<file path="config.mk">
export PLATFORM = sky130hd
export DESIGN_NAME = time_scale_ctrl
export DESIGN_NICKNAME = d
export VERILOG_FILES = /design/src/rtl/time_scale_ctrl.sv
export SDC_FILE = /design/constraint.sdc
export NUM_CORES = 1
export LEC_CHECK = 0
export CAP_MARGIN = 40
export CORE_MARGIN = 1.5
export CORE_UTILIZATION = 35
export CTS_BUF_LIST = sky130_fd_sc_hd__clkbuf_8 sky130_fd_sc_hd__clkbuf_16
export DETAILED_ROUTE_END_ITERATION = 16
export SLEW_MARGIN = 30
export SYNTH_ARGS = -nofsm -noshare
export SYNTH_HDL_FRONTEND = slang
export SYNTH_SLANG_ARGS = --single-unit
</file>
<file path="constraint.sdc">
create_clock -name clk -period 2.4 [get_ports clk]
set_input_delay 0.48 -clock clk [delete_from_list [all_inputs] [get_ports clk]]
set_output_delay 0.48 -clock clk [all_outputs]
set_load 0.02 [all_outputs]
</file>
<file path="src/rtl/time_scale_ctrl.sv">
// Speed-level controller: sole driver of the time-scale counter pulses.
// Arbitrates player config buttons and round-outcome streaks with cooldown.
module time_scale_ctrl #(
  parameter int WIN_STREAK  = 3,
  parameter int LOSS_STREAK = 2,
  parameter int MAX_LEVEL   = 9,
  parameter int GAP         = 2
) (
  input  logic       clk,
  input  logic       rst,
  input  logic       cfg_up,
  input  logic       cfg_down,
  input  logic       game_active,
  input  logic       round_win,
  input  logic       round_lose,
  output logic       increment,
  output logic       decrement,
  output logic [3:0] level,
  output logic       busy
);

  typedef enum logic [1:0] {IDLE, PLAY, PULSE, COOL} state_t;

  localparam int WW = $clog2(WIN_STREAK + 1);
  localparam int LW = $clog2(LOSS_STREAK + 1);
  localparam int CW = $clog2(GAP + 1);
  localparam logic [WW-1:0] W_LAST = WW'(WIN_STREAK - 1);
  localparam logic [LW-1:0] L_LAST = LW'(LOSS_STREAK - 1);
  localparam logic [CW-1:0] C_INIT = CW'(GAP);
  localparam logic [CW-1:0] C_ONE  = CW'(1);
  localparam logic [3:0]    L_MAX  = 4'(MAX_LEVEL);

  state_t state, state_d;
  logic [CW-1:0] cool, cool_d;
  logic [WW-1:0] win_cnt, win_d;
  logic [LW-1:0] loss_cnt, loss_d;
  logic pend, pend_d, pend_up, pend_up_d;
  logic go_up, go_dn;
  logic inc_d, dec_d, busy_d;
  logic [3:0] level_d;
  logic win, lose, count_en;
  logic trig_up, trig_dn, can_up, can_dn;

  assign win      = round_win & ~round_lose;
  assign lose     = round_lose & ~round_win;
  assign can_up   = level != L_MAX;
  assign can_dn   = level != 4'd0;
  assign count_en = (state == PLAY && game_active) ||
                    state == PULSE || state == COOL;
  assign trig_up  = count_en & win & (win_cnt == W_LAST);
  assign trig_dn  = count_en & lose & (loss_cnt == L_LAST);

  always_ff @(posedge clk) begin
    if (!rst) begin
      state     <= IDLE;
      cool      <= '0;
      win_cnt   <= '0;
      loss_cnt  <= '0;
      pend      <= 1'b0;
      pend_up   <= 1'b0;
      increment <= 1'b0;
      decrement <= 1'b0;
      level     <= 4'd0;
      busy      <= 1'b0;
    end else begin
      state     <= state_d;
      cool      <= cool_d;
      win_cnt   <= win_d;
      loss_cnt  <= loss_d;
      pend      <= pend_d;
      pend_up   <= pend_up_d;
      increment <= inc_d;
      decrement <= dec_d;
      level     <= level_d;
      busy      <= busy_d;
    end
  end

  always_comb begin
    state_d   = state;
    cool_d    = cool;
    win_d     = win_cnt;
    loss_d    = loss_cnt;
    pend_d    = pend;
    pend_up_d = pend_up;
    go_up     = 1'b0;
    go_dn     = 1'b0;
    if (count_en) begin
      if (win) begin
        win_d  = trig_up ? '0 : win_cnt + 1'b1;
        loss_d = '0;
      end else if (lose) begin
        loss_d = trig_dn ? '0 : loss_cnt + 1'b1;
        win_d  = '0;
      end
    end
    case (state)
      IDLE: begin
        if (game_active) begin
          state_d = PLAY;
        end else begin
          go_up = cfg_up & ~cfg_down & can_up;
          go_dn = cfg_down & ~cfg_up & can_dn;
        end
      end
      PLAY: begin
        if (!game_active) begin
          state_d = IDLE;
          win_d   = '0;
          loss_d  = '0;
        end else begin
          go_up = trig_up & can_up;
          go_dn = trig_dn & can_dn;
        end
      end
      PULSE, COOL: begin
        // single-entry pending slot; opposite trigger cancels
        if (trig_up | trig_dn) begin
          if (!pend) begin
            pend_d    = 1'b1;
            pend_up_d = trig_up;
          end else if (pend_up != trig_up) begin
            pend_d = 1'b0;
          end
        end
        if (state == PULSE) begin
          state_d = COOL;
          cool_d  = C_INIT;
        end else if (cool != C_ONE) begin
          cool_d = cool - 1'b1;
        end else begin
          go_up  = pend_d & pend_up_d & can_up;
          go_dn  = pend_d & ~pend_up_d & can_dn;
          pend_d = 1'b0;
          if (!(go_up | go_dn)) begin
            state_d = game_active ? PLAY : IDLE;
            if (!game_active) begin
              win_d  = '0;
              loss_d = '0;
            end
          end
        end
      end
      default: state_d = IDLE;
    endcase
    if (go_up | go_dn) state_d = PULSE;
  end

  always_comb begin
    inc_d   = go_up;
    dec_d   = go_dn;
    busy_d  = (state_d == PULSE) || (state_d == COOL);
    level_d = level;
    if (go_up)      level_d = level + 4'd1;
    else if (go_dn) level_d = level - 4'd1;
  end

endmodule

</file>
==> results.md <==
* Status: finished, final reports clean
* Commonest non-fill, non-tap cell in the layout: buf_4
* Startpoint types: flop
* CP required at 2.59 ns
* Detail Placement HPWL at 2.190 mm
* Tmin final at 2.262 ns
* DRC at 0
* Row Count at 20
* Final Hold Viols at 0
* Max-cap check violation count at 0
* Top-area cell type share of the netlist area at 28.78%
* Cell taking the most area after synthesis: dfxtp_1
* Commonest cells after routing, fill and taps aside: 19 x buf_4, 15 x dfxtp_1, 11 x nand2_1, 10 x clkdlybuf4s50_1
* Final Setup Violations at 0
* Maximum clock path buffer count at 2
* Nets at 173
* Total vias in the final route at 1099
* HP Class: flop to flop
* Initial DRT Pass Iterations at 4
* CTS tree: done
* Largest delay share family, worst path: simple AND/OR/NAND/NOR gates
* Overall global routing resource usage at 17.00%
* Core area at 3128 um^2
* Fill count at 305
* Post-synth EDFFs at 0
* Post-route design area at 1538 um^2
* Root Buffer: clkbuf_8
* Routed via count divided by cell count at 5.361
* CP most frequent cell: mux2i_1
* Fin crit share at 94.23%
* Yosys cell types at 53
* Worst path max stage delay at 0.41 ns
* Final Wtd Congestion at 0.8824
* Rel. slew slack at 71.73%
* Worst skew pair latency at 0.26 ns
* Setup TNS at 0 ns
* Antenna Nets Post-Route at 0
* Top_reg_cell synth: dfxtp_1
* Netlist Area Pre-Place at 1182 um^2
* CP max FO at 4
* Sinks on Clock Net at 17
* DIE AREA at 3736 um^2
* CP bufs+invs at 1
* Power Total at 1.444 mW
* Fin util at 49.16%
* Mux share of post-synthesis cell area at 6.032%
* Ys async rst share at 0%
* Post-synth net total at 143
* Critical path cell sequence: and4bb_2 > nor4_2 > o2111a_2 > inv_2 > ha_4 > a21o_1 > a21oi_2 > mux2i_1 > mux2i_1
* Post-synthesis adder-cell area fraction at 4.868%
* Slew @ Worst Pin at 0.4240 ns
* Pwr Density at 938.8 nW/um^2
* Hold WS at 0.4709 ns
* Area grow syn2layout at 30.05%
* DP Worst Slack at -0.3939 ns
* Post-synthesis compound-gate area fraction at 25.29%
* Num ports at 14
* Global-route wire length before repair at 4.761 mm
* Largest net degree at the start of global routing at 11
* Ant. Diodes at 0
* CP Capture Type: flop
* Die width at 61.12 um
* Largest family of logic cells by synthesized area: simple AND/OR/NAND/NOR gates
* XOR/XNOR Fraction of Synth Area at 0.7407%
* Initial antenna violation count at 0
* Synth top area cells: dfxtp_1 29%, mux2i_1 5.1%, a21oi_1 4.2%
* Total of flip-flops plus latches after synthesis at 17
* Post-synthesis simple-gate area fraction at 28.15%
* Avg WL per Cell at 13.78 um
* Worst setup margin at 0.1384 ns
* Crit-path slowest cell: dfxtp_1
* Critical path class: flop to flop
* Seq/Total Area, Yosys at 28.78%
* Clock skew at 0.002432 ns
* Post-Syn Instances at 132
* Synthesized area per cell at 8.957 um^2
* Max-slew violations at 0
* Htree depth at 1
* Placed cell count at 201
* Iter 0 DRT Violations at 64
* WP data arrival at 2.45 ns
* Total Wirelength at 2.825 mm
* Die H at 61.12 um
* Initial Util at 37.80%
* Placed cell area at 1480 um^2
* Peak supply drop at 505.6 uV
* Maximum operating frequency at 442.2 MHz
* Finished Layout Cells at 205
* Vias in the first global route at 1040
* PortBufs at 13
* CTS Buf Count at 3
* Share of layout cells above drive strength 1 at 27.33%
* Synth warnings at 0
* Leakage at 0.5828 nW
* Unrepaired setup endpoints after global routing: no
* Clk slew on worst S/H paths at 0.07 ns
* GRT overflow at 0
-- worst min-delay path, delay by kind of cell, from the launching register on --
kind | cells | cell delay (ns)
buf+inv | 1 | 0.06
flops | 1 | 0.30
compound gates | 1 | 0.06
-- timing repair --
| item | in CTS | in global routing |
|---|---|---|
| setup buffers | 0 | 0 |
| endpoints found under the setup margin | 3 | 1 |
| hold buffers | 0 | 0 |
| gates resized for setup | 3 | 4 |
| pin swaps | 2 | 1 |
-- cell families after synthesis --
logic type                 count (synthesis)
buffers and inverters                     14
xor gates and xnor gates                   1
muxes                                      7
AOI/OAI and AO/OA                         39
DFF                                       17
and+or+nand+nor                           50
adders and majority gates                  4
-- final timing paths --
path              cells after the start                   from  slack [ns]                    end
setup / recovery                      9  level[1]$_SDFFE_PN0P_        0.14  level[3]$_SDFFE_PN0P_
hold / removal                        2   cool[1]$_SDFFE_PN0P_        0.47   cool[1]$_SDFFE_PN0P_
setup reg to reg                      9  level[1]$_SDFFE_PN0P_        0.14  level[3]$_SDFFE_PN0P_
hold reg to reg                       2   cool[1]$_SDFFE_PN0P_        0.47   cool[1]$_SDFFE_PN0P_
-- registers in the layout, indices dropped and copies added, names as in the netlist --
name and cells:
decrement 1, pend 1, state 2, pend_up 1
level 4, increment 1, cool 2, loss_cnt 2
win_cnt 2, busy 1
-- per-layer routing --
layer	wire, um	global-route usage, %
met4	34	7.143
met2	1374	28.27
met5	0	0
met1	1323	21.54
met3	93	3.151
-- cell type report --
type | count | area, um^2 | share of cell area [%]
clock buffer | 3 | 41.29 | 2.685
multi-input combinational | 101 | 794.5 | 51.67
timing repair buffer | 32 | 272.8 | 17.74
tap | 44 | 55.05 | 3.580
clock inverter | 1 | 5.005 | 0.3255
inverter | 7 | 26.28 | 1.709
sequential | 17 | 342.8 | 22.29
-- Yosys cell counts, types with 3 or more instances --
cell type	count
a21oi_1	10
and4bb_2	3
clkbuf_1	3
dfxtp_1	17
ha_1	3
inv_1	6
mux2i_1	6
nand2_1	11
nand2b_1	4
nand3_1	3
nor2_1	9
nor3_1	3
nor3b_1	4
-- power by group --
group / total, mW / internal [mW] / switching, mW
Sequential: 0.434 / 0.352 / 0.0825
Combinational: 0.788 / 0.409 / 0.378
Clock: 0.222 / 0.116 / 0.106
No activity file was read; power rests on OpenSTA's default activity.
==> RTL change, RTL diff (same settings) <==
The parameter `WIN_STREAK` goes from 3 to 6.
--- a/src/rtl/time_scale_ctrl.sv
+++ b/src/rtl/time_scale_ctrl.sv
@@ -3,3 +3,3 @@
 module time_scale_ctrl #(
-  parameter int WIN_STREAK  = 3,
+  parameter int WIN_STREAK  = 6,
   parameter int LOSS_STREAK = 2,
Formal check against the unedited RTL: not equivalent (Yosys sat finds a counterexample within 10 cycles, from zero or initial values and one cycle with rst low).
==> RTL change against the unedited design <==
- worst setup slack worse by 0.12 ns
- via count up 11%
- synthesized cell count up 7.6%
- sequential cell count up 1
- area after synthesis down 2.9%
- count of clock-buffer cells in the layout unchanged
- routed wire length up 11%
- final area up 8.1%
- critical path type unchanged
- highest routed layer unchanged
Power is not compared: it rests on default switching activity, and its combinational part moved more than twofold at a synthesized area within 25%.
==> RTL change: results (changes against the unedited design) <==
status - complete, no violations
top post-synthesis cells by count - dfxtp_1 (18), nand2_1 (14), nor2_1 (14), a21oi_1 (10), nor3_1 (9)
Largest regs - level x4, win_cnt x3
FF-to-FF setup slack - 0.02 ns (-0.12 ns)
CTS clk-pin slew, worst paths - 0.06 ns
clk root buf - clkbuf_8
Synth warnings - 0 (unchanged)
pin count of the biggest net entering global routing - 12 (+1)
RR Endpoint - level[3]
Crit Path Max Fanout - 4 (unchanged)
synth top area cells - dfxtp_1 (31%), ha_1 (5.4%), nand2_1 (4.6%)
vias per cell - 5.40 (+0.73%)
layout cells sized above 1 - 32.6% (+5.3 points)
initial antenna violation count - 0 (unchanged)
Hold Crit Start - cool[1]
crit path DAT - 2.53 ns (+0.08 ns)
clk_lat worst skew - 0.25 ns
FILL cells - 293 (-3.9%)
Crit path largest cell delay - 0.33 ns (-0.08 ns)
top-count cell post-synth - dfxtp_1
Finished Layout Cells - 225 (+9.8%)
Hold EP - cool[1]
DR pass1 iterations - 4 (unchanged)
ANT cells - 0 (unchanged)
Hold Crit Depth - 2 (unchanged)
Cell variety after synth - 43 (-19%)
gr usage total - 19.0% (+2.0 points)
first-pass GRT wire length - 5.11 mm (+7.2%)
Lkg Pwr - 0.677 nW
global placement routability congestion - 0.788 (-11%)
synthesized net count - 155 (+8.4%)
worst clock skew - 0.00355 ns (+0.00111 ns)
cell count after placement - 218 (+8.5%)
post-synthesis sequential area ratio - 31.4% (+2.6 points)
Async S/R FF share, synth - 0% (unchanged)
final WL - 3.13 mm (+11%)
delay-heaviest family, CP - compound AO/OA/AOI/OAI gates
Max VDD drop - 0.419 mV
Slew headroom - 77.6% (+5.9 points)
post-DP HPWL - 2.37 mm (+8.4%)
# port buffers - 13 (unchanged)
reg2reg start - win_cnt[1]
Hold Crit Class - reg2reg
H-Tree Depth - 1 (unchanged)
Final nets - 196 (+13%)
Int Pwr - 0.000570 W
slowest CP cell - dfxtp_2
R2R depth - 13 (+4)
syn avg cell area - 8.09 µm² (-9.7%)
1st-iter DRT viols - 44 (-31%)
CTS max path bufs - 2 (unchanged)
vias in the first global route - 1173 (+13%)
Num CTS Buffers - 3 (unchanged)
[RTL change: changes by cell type after synthesis, moves of 3 or more]
cell | unedited run | this run
mux2i_1 | 6 | 0
o21ai_0 | 2 | 8
nand2_1 | 11 | 14
nor3b_1 | 4 | 1
buf_2 | 1 | 4
nor2_1 | 9 | 14
nor3_1 | 3 | 9
a211oi_1 | 0 | 3
[RTL change: timing repair]
item	4_1_cts	5_1_grt
buffers inserted	6	0
pin swaps	5	8
endpoints found under the hold margin	0	0
resized for setup	16	5
endpoints found under the setup margin	1	3
[RTL change: kinds of logic (layout without fill, tap and decap cells)]
| logic type | Yosys count | in the layout | synth area share, % |
|---|---|---|---|
| buffers and inverters | 14 | 53 | 5.01 |
| flip-flops | 18 | 18 | 31.4 |
| AO/OA/AOI/OAI | 44 | 44 | 27.8 |
| AND/OR/NAND/NOR | 57 | 57 | 26.1 |
| multiplexers | 1 | 1 | 0.980 |
| adder cells (fa/ha/maj) | 6 | 6 | 7.19 |
| XOR/XNOR | 2 | 2 | 1.53 |
[RTL change: worst max path at each step]
stage               start        to  slack (ns)  depth (start not counted)
3_3_place_gp    round_win  level[3]       -0.49                         12
3_5_place_dp    round_win  level[3]       -0.62                         12
4_1_cts        win_cnt[1]  level[3]       -0.03                         13
5_1_grt        win_cnt[1]  level[3]       -0.11                         13
6_report       win_cnt[1]  level[3]        0.02                         13
2_1_floorplan   round_win  level[3]       -0.08                         12
[RTL change: area by class of cell]
cell class	count	share of cell area, %
Inverter	8	1.81
Tap cell	44	3.31
Multi-Input combinational cell	110	49.8
Timing Repair Buffer	42	20.8
Sequential cell	18	21.8
Clock buffer	3	2.48
[RTL change: metal layers]
layer | vias up | GRT usage [%] | share of wire [%]
met5 | - | 0 | 0
met4 | 0 | 11.4 | 3.1
met3 | 11 | 4.33 | 3.0
met2 | 25 | 34.6 | 52
met1 | 584 | 19.5 | 41
li1 | 595 | - | -
[RTL change: power by group through the flow]
| stage | sequential, W | combinational [W] | clock [W] |
|---|---|---|---|
| 3_3_place_gp | 0.000343 | 0.000244 | 0 |
| 5_1_grt | 0.000342 | 0.000296 | 0.000222 |
| 3_5_place_dp | 0.000344 | 0.000254 | 0 |
| 4_1_cts | 0.000338 | 0.000261 | 0.000212 |
| 2_1_floorplan | 0.000352 | 0.000139 | 0 |
| 6_report | 0.000340 | 0.000272 | 0.000204 |
[RTL change: per-stage QoR]
step                worst slack [ns]  area [µm²]  util, %  hold WS [ns]
CTS                          -0.0281        1640     53.3         0.464
detailed placement            -0.620        1530     49.8         0.454
floorplan                    -0.0766        1200        -         0.432
finish                        0.0204        1660     54.0         0.460
global route                  -0.107        1660     54.0         0.498
global placement              -0.493        1530     49.8         0.448
